--- config.mk ---
export PLATFORM = sky130hd
export DESIGN_NAME = npc_ctrl
export DESIGN_NICKNAME = d
export VERILOG_FILES = /design/src/rtl/npc_pkg.sv /design/src/rtl/npc_inst_class.sv /design/src/rtl/npc_ctrl.sv
export SDC_FILE = /design/constraint.sdc
export NUM_CORES = 1
export LEC_CHECK = 0
export ABC_AREA = 1
export CORE_ASPECT_RATIO = 1.4
export CORE_MARGIN = 3
export CORE_UTILIZATION = 45
export CTS_CLUSTER_DIAMETER = 100
export CTS_CLUSTER_SIZE = 20
export DETAILED_ROUTE_END_ITERATION = 16
export DONT_BUFFER_PORTS = 1
export PLACE_DENSITY_LB_ADDON = 0.1
export SLEW_MARGIN = 10
export SYNTH_ARGS = -nofsm -noshare
export SYNTH_HDL_FRONTEND = slang
export SYNTH_HIERARCHICAL = 1
export SYNTH_SLANG_ARGS = --single-unit
export TNS_END_PERCENT = 1
--- constraint.sdc ---
create_clock -name clk -period 2.25 [get_ports clk]
set_input_delay 0.45 -clock clk [delete_from_list [all_inputs] [get_ports clk]]
set_output_delay 0.45 -clock clk [all_outputs]
set_load 0.02 [all_outputs]
--- src/rtl/npc_pkg.sv ---
// Shared encodings for the NPC control path: RV64I major opcodes, special instructions, FSM states.
// No logic; imported by the sequencer and the instruction classifier.
package npc_pkg;

    localparam logic [6:0] OP_LUI       = 7'b0110111;
    localparam logic [6:0] OP_AUIPC     = 7'b0010111;
    localparam logic [6:0] OP_JAL       = 7'b1101111;
    localparam logic [6:0] OP_JALR      = 7'b1100111;
    localparam logic [6:0] OP_BRANCH    = 7'b1100011;
    localparam logic [6:0] OP_LOAD      = 7'b0000011;
    localparam logic [6:0] OP_STORE     = 7'b0100011;
    localparam logic [6:0] OP_OP_IMM    = 7'b0010011;
    localparam logic [6:0] OP_OP        = 7'b0110011;
    localparam logic [6:0] OP_OP_IMM_32 = 7'b0011011;
    localparam logic [6:0] OP_OP_32     = 7'b0111011;
    localparam logic [6:0] OP_MISC_MEM  = 7'b0001111;
    localparam logic [6:0] OP_SYSTEM    = 7'b1110011;

    localparam logic [31:0] EBREAK = 32'h0010_0073;
    localparam logic [31:0] NOP    = 32'h0000_0013;

    typedef logic [2:0] state_t;
    localparam state_t S_FETCH_REQ  = 3'd0;
    localparam state_t S_FETCH_WAIT = 3'd1;
    localparam state_t S_DECODE     = 3'd2;
    localparam state_t S_EXECUTE    = 3'd3;
    localparam state_t S_MEM_REQ    = 3'd4;
    localparam state_t S_MEM_WAIT   = 3'd5;
    localparam state_t S_WRITEBACK  = 3'd6;
    localparam state_t S_HALT       = 3'd7;

endpackage

--- src/rtl/npc_inst_class.sv ---
// Combinational opcode classifier: legal / memory access / writes rd / ebreak.
// Zero latency, no flow control; shared with the pipelined control.
module npc_inst_class
    import npc_pkg::*;
(
    input  logic [31:0] inst,
    output logic        legal,
    output logic        is_mem,
    output logic        writes_rd,
    output logic        is_ebreak
);

    logic [6:0] opcode;
    assign opcode = inst[6:0];

    // SYSTEM is only legal as the exact ebreak encoding, reported separately.
    always_comb begin
        legal     = 1'b0;
        is_mem    = 1'b0;
        writes_rd = 1'b0;
        case (opcode)
            OP_LUI, OP_AUIPC, OP_JAL, OP_JALR,
            OP_OP_IMM, OP_OP, OP_OP_IMM_32, OP_OP_32: begin
                legal     = 1'b1;
                writes_rd = 1'b1;
            end
            OP_LOAD: begin
                legal     = 1'b1;
                is_mem    = 1'b1;
                writes_rd = 1'b1;
            end
            OP_STORE: begin
                legal  = 1'b1;
                is_mem = 1'b1;
            end
            OP_BRANCH, OP_MISC_MEM: legal = 1'b1;
            default: ;
        endcase
    end

    assign is_ebreak = (inst == EBREAK);

endmodule

--- src/rtl/npc_ctrl.sv ---
// Multi-cycle RV64I sequencer: PC, IF/ID register, mem handshakes, rf write enable, halt, counters.
// 5 cycles per ALU op, 7 per load/store at zero wait; low ready stalls with the request held stable.
module npc_ctrl
    import npc_pkg::*;
#(
    parameter logic [63:0] RESET_PC = 64'h8000_0000
) (
    input  logic        clk,
    input  logic        rst,
    output logic        imem_req_valid,
    input  logic        imem_req_ready,
    output logic [63:0] imem_addr,
    input  logic        imem_rsp_valid,
    input  logic [31:0] imem_rsp_data,
    output logic        dmem_req_valid,
    input  logic        dmem_req_ready,
    input  logic        dmem_rsp_valid,
    input  logic [63:0] next_pc_i,
    output logic [63:0] pc_o,
    output logic [31:0] inst_o,
    output logic        rf_wen,
    output logic        halt,
    output logic        illegal,
    output logic [63:0] cycle_cnt,
    output logic [63:0] instret_cnt
);

    state_t state, state_nxt;
    logic   legal, is_mem, writes_rd, is_ebreak;

    npc_inst_class u_inst_class (
        .inst      (inst_o),
        .legal     (legal),
        .is_mem    (is_mem),
        .writes_rd (writes_rd),
        .is_ebreak (is_ebreak)
    );

    always_comb begin
        state_nxt = state;
        case (state)
            S_FETCH_REQ:  if (imem_req_ready) state_nxt = S_FETCH_WAIT;
            S_FETCH_WAIT: if (imem_rsp_valid) state_nxt = S_DECODE;
            S_DECODE:     state_nxt = (is_ebreak || !legal) ? S_HALT : S_EXECUTE;
            S_EXECUTE:    state_nxt = is_mem ? S_MEM_REQ : S_WRITEBACK;
            S_MEM_REQ:    if (dmem_req_ready) state_nxt = S_MEM_WAIT;
            S_MEM_WAIT:   if (dmem_rsp_valid) state_nxt = S_WRITEBACK;
            S_WRITEBACK:  state_nxt = S_FETCH_REQ;
            default:      state_nxt = S_HALT;
        endcase
    end

    always_ff @(posedge clk) begin
        if (rst) begin
            state       <= S_FETCH_REQ;
            pc_o        <= RESET_PC;
            inst_o      <= NOP;
            illegal     <= 1'b0;
            cycle_cnt   <= 64'd0;
            instret_cnt <= 64'd0;
        end else begin
            state <= state_nxt;
            if (state == S_FETCH_WAIT && imem_rsp_valid)
                inst_o <= imem_rsp_data;
            if (state == S_DECODE && !is_ebreak && !legal)
                illegal <= 1'b1;
            if (state == S_WRITEBACK) begin
                pc_o        <= next_pc_i;
                instret_cnt <= instret_cnt + 64'd1;
            end
            if (state != S_HALT)
                cycle_cnt <= cycle_cnt + 64'd1;
        end
    end

    // Outputs depend only on state and registered instruction, never on inputs.
    assign imem_req_valid = (state == S_FETCH_REQ);
    assign imem_addr      = pc_o;
    assign dmem_req_valid = (state == S_MEM_REQ);
    assign rf_wen         = (state == S_WRITEBACK) && writes_rd && (inst_o[11:7] != 5'd0);
    assign halt           = (state == S_HALT);

endmodule
==> summary.txt <==
Clock network
  – Clock sink total: 228
  – CTS Root Cell: clkbuf_16
  – H-tree Lvls: 1
  – Skew-Pair Late Insertion Delay: about 0.48 ns
  – Longest Clk Path Bufs: 3
  – Worst-path clk slew: 0.08 ns
  – Hold Buf Count CTS: 0
  – TritonCTS clock tree: done
  – Total CTS buffers: 15

Timing
  – FMAX: ~450 MHz
  – Slew Viols, Final: 0
  – Fin crit share: between 90% and 100%
  – Final Setup Violations: 0
  – Actual slew at the worst max-slew pin: 0.753 ns
  – Skew final: 0.0155 ns
  – RSZ-0062 raised after global routing: true
  – Rel. slew slack: 49.7%
  – Hold Vio Cnt, Final: 0
  – Final worst path period need: 2.24 ns

Yosys
  – Syn avg cell area: 6.47 um^2
  – Cell count after synthesis: 1802
  – Netlist cell types: 38
  – Syn_nets: between 1500 and 2000
  – Synth Cell Area: 11700 um^2
  – Yosys synthesis warning count: 6
  – Yosys reg bits: 228
  – Seq/Total Area, Yosys: 39.2%

Floorplanning
  – Die Ht: 196 um
  – Starting Density: between 40% and 50%
  – Core area: about 25000 um^2
  – Row Count: 69
  – IO Pins: roughly 400
  – Die Wd: roughly 140 um
  – Die Area: 27900 um^2

Setup path
  – Worst setup path start: inst_o[3]
  – CP top delay family: simple AND/OR/NAND/NOR gates
  – Setup crit end: rf_wen
  – Instance count on the critical path: 10
  – Crit Path Category: register to primary output
  – Worst reg2reg endpoint: instret_cnt[55]
  – R2R depth: 12
  – Flop-to-flop setup slack: 0.21 ns
  – CP max stage cell: dfxtp_4
  – CP cell instances: inv_4, nand2_4, nor2_2, nand2_1, nand2_1, nor2_2, nand2_1, nand2_1, a31oi_1, buf_4
  – CP max stage delay: 0.39 ns
  – Element type at the critical path end: primary output
  – Req. time, crit path: approximately 1.8 ns
  – RR Startpoint: state[1]
  – Most used cell, CP: nand2_1
  – Critical path arrival: approximately 1.8 ns
  – Worst path bufs/invs: 2
  – Worst setup SP type: register
  – Crit Path Max Fanout: 4

Detailed routing
  – Routed Antenna Nets: 0
  – Routed vias: 11400
  – Vias/cell: 5.29
  – Routed length per instance: 18.9 um
  – Initial drt markers: between 700 and 800
  – DRC: 0
  – TritonRoute pass-1 iters: 6
  – Total Routed Length: 40.6 mm

Cells and area
  – Share of layout cells above drive strength 1: between 10% and 20%
  – Finished Layout Cells: 2154
  – Post-route cell area: 12800 um^2
  – Nets: 1939
  – Fillcell total: ~2600
  – Area delta synth->final: 9.99%

Global routing
  – Total track usage: about 28%
  – Vias in the first global route: 10800
  – First-pass GRT wire length: around 60 mm
  – Antenna violations before repair: 3
  – Largest net degree at the start of global routing: 94
  – Total gr overflow: 0

Placement
  – Global placement routability congestion: 0.947
  – Port Buffer Count: 0
  – Final HPWL DP: around 32 mm
  – Placed cell count: between 2000 and 2500
  – Cell Area, Placed: 12400 um^2

Min path
  – Hold Crit Start: rst
  – Hold crit path type: primary input to register

Power and ir drop
  – Worst VDD drop: approximately 0.00081 V
  – Leakage power: 5.01 nW
  – PD cells: 654 nW/um^2

Flow run
  – Max Cap Viol: 0

Status
  – Status: finished clean
## power breakdown
part | internal, mW | switching, mW | leakage, nW
clock network | 1.21 | 1.41 | 0.192
logic | 0.368 | 0.647 | 2.98
registers | 4.23 | 0.525 | 1.84
total | 5.81 | 2.58 | 5.01
## synthesized netlist by cell type (all sizes together)
master | number | area (um^2)
and2 | 1 | 6.26
nor3b | 7 | 52.6
a311oi | 1 | 8.76
clkinv | 1 | 3.75
xnor2 | 13 | 114
and3 | 1 | 6.26
clkbuf | 36 | 135
nand3 | 105 | 536
a31oi | 5 | 31.3
nand3b | 3 | 22.5
xor2 | 20 | 175
nor2b | 1 | 6.26
nand4 | 38 | 238
nor4 | 3 | 18.8
buf | 76 | 548
nor2 | 453 | 1810
a211oi | 1 | 7.51
inv | 183 | 687
a21oi | 78 | 390
ha | 2 | 25.0
o21ai | 106 | 531
nor3 | 29 | 161
dfxtp | 228 | 4560
nand2 | 407 | 1550
o21bai | 1 | 7.51
o21a | 3 | 22.5
## per-stage QoR
step                      setup TNS (ns)  hold WS (ns)  power [mW]  util, %  setup slack (ns)
final                                  0        0.0243        8.39     50.3           0.00502
after floorplan                        0         0.546        5.54        -             0.229
after detailed placement               0         0.502        5.79     48.5             0.257
after global routing              -0.109        0.0176        8.80     50.3            -0.109
after global placement                 0         0.482        5.77     48.5             0.336
after CTS                       -0.00148       0.00624        8.44     50.1          -0.00148
## area by class of cell
| cell class | count | area, um^2 | share of cell area (%) |
|---|---|---|---|
| clock buffer | 15 | 375 | 2.93 |
| clock inverter | 1 | 16.3 | 0.127 |
| multi-input combinational | 1278 | 5750 | 44.8 |
| timing repair buffer | 128 | 998 | 7.79 |
| sequential | 228 | 4590 | 35.8 |
| inverter | 184 | 698 | 5.45 |
| tap | 319 | 399 | 3.11 |
| antenna | 1 | 2.50 | 0.0195 |
## registers in the layout, summed over array words and instances, names as in the netlist
name         count
cycle_cnt       64
imem_addr       64
inst_o          32
instret_cnt     64
illegal          1
state            3
## per-layer routing
metal  wire, um  track usage (%)
met1      15400             32.2
met2      19900             48.9
met3       4040             9.34
met4       1300             8.11
met5         21                0
## how the worst min path moves through the flow
stage                    to  slack, ns  cells after the start
3_5_place_dp   cycle_cnt[0]       0.50                      1
4_1_cts           inst_o[3]      0.006                      1
2_1_floorplan  cycle_cnt[0]       0.55                      2
3_3_place_gp   cycle_cnt[0]       0.48                      1
6_report          inst_o[3]       0.02                      1
5_1_grt           inst_o[2]       0.02                      1
## worst register-to-register path, cell delays in order (launching register included)
cell     delay [ns]
dfxtp_1        0.46
nand2_2        0.12
nor2_4         0.13
buf_4          0.19
buf_12         0.18
nand2_1        0.09
nor2_2         0.17
nand2_1        0.12
nor2_4         0.24
nand3_1        0.10
nand2_1        0.08
inv_1          0.04
nor2_1         0.08
## kinds of logic (layout without fill, tap and decap cells)
logic type / Yosys count / after routing / share of synthesized area [%]
simple gates: 1048 / 1048 / 37.8
flops: 228 / 228 / 39.2
buf+inv: 296 / 328 / 11.8
fa+ha+maj: 2 / 2 / 0.215
other cells: 0 / 1 / 0
xor+xnor: 33 / 33 / 2.48
compound gates: 195 / 195 / 8.57
## repair_timing
action | 4_1_cts | 5_1_grt
gates resized for setup | 9 | 17
setup buffers | 2 | 1
endpoints found under the setup margin | 1 | 1
endpoints found under the hold margin | 0 | 0
pin swaps | 5 | 4
## cells in the final DEF (no fill, tap or decap), types with 7 or more instances in the layout
cell type	count
nand2_1	399
inv_1	175
nor2_1	426
nor2_2	16
nand4_1	38
xnor2_1	13
a21oi_1	78
nor3_1	27
dfxtp_1	221
buf_4	125
o21ai_0	103
xor2_1	20
nor3b_1	7
nor2_4	11
nand3_1	102
clkbuf_16	15
Note: power is estimated with default switching activity, not from simulation.
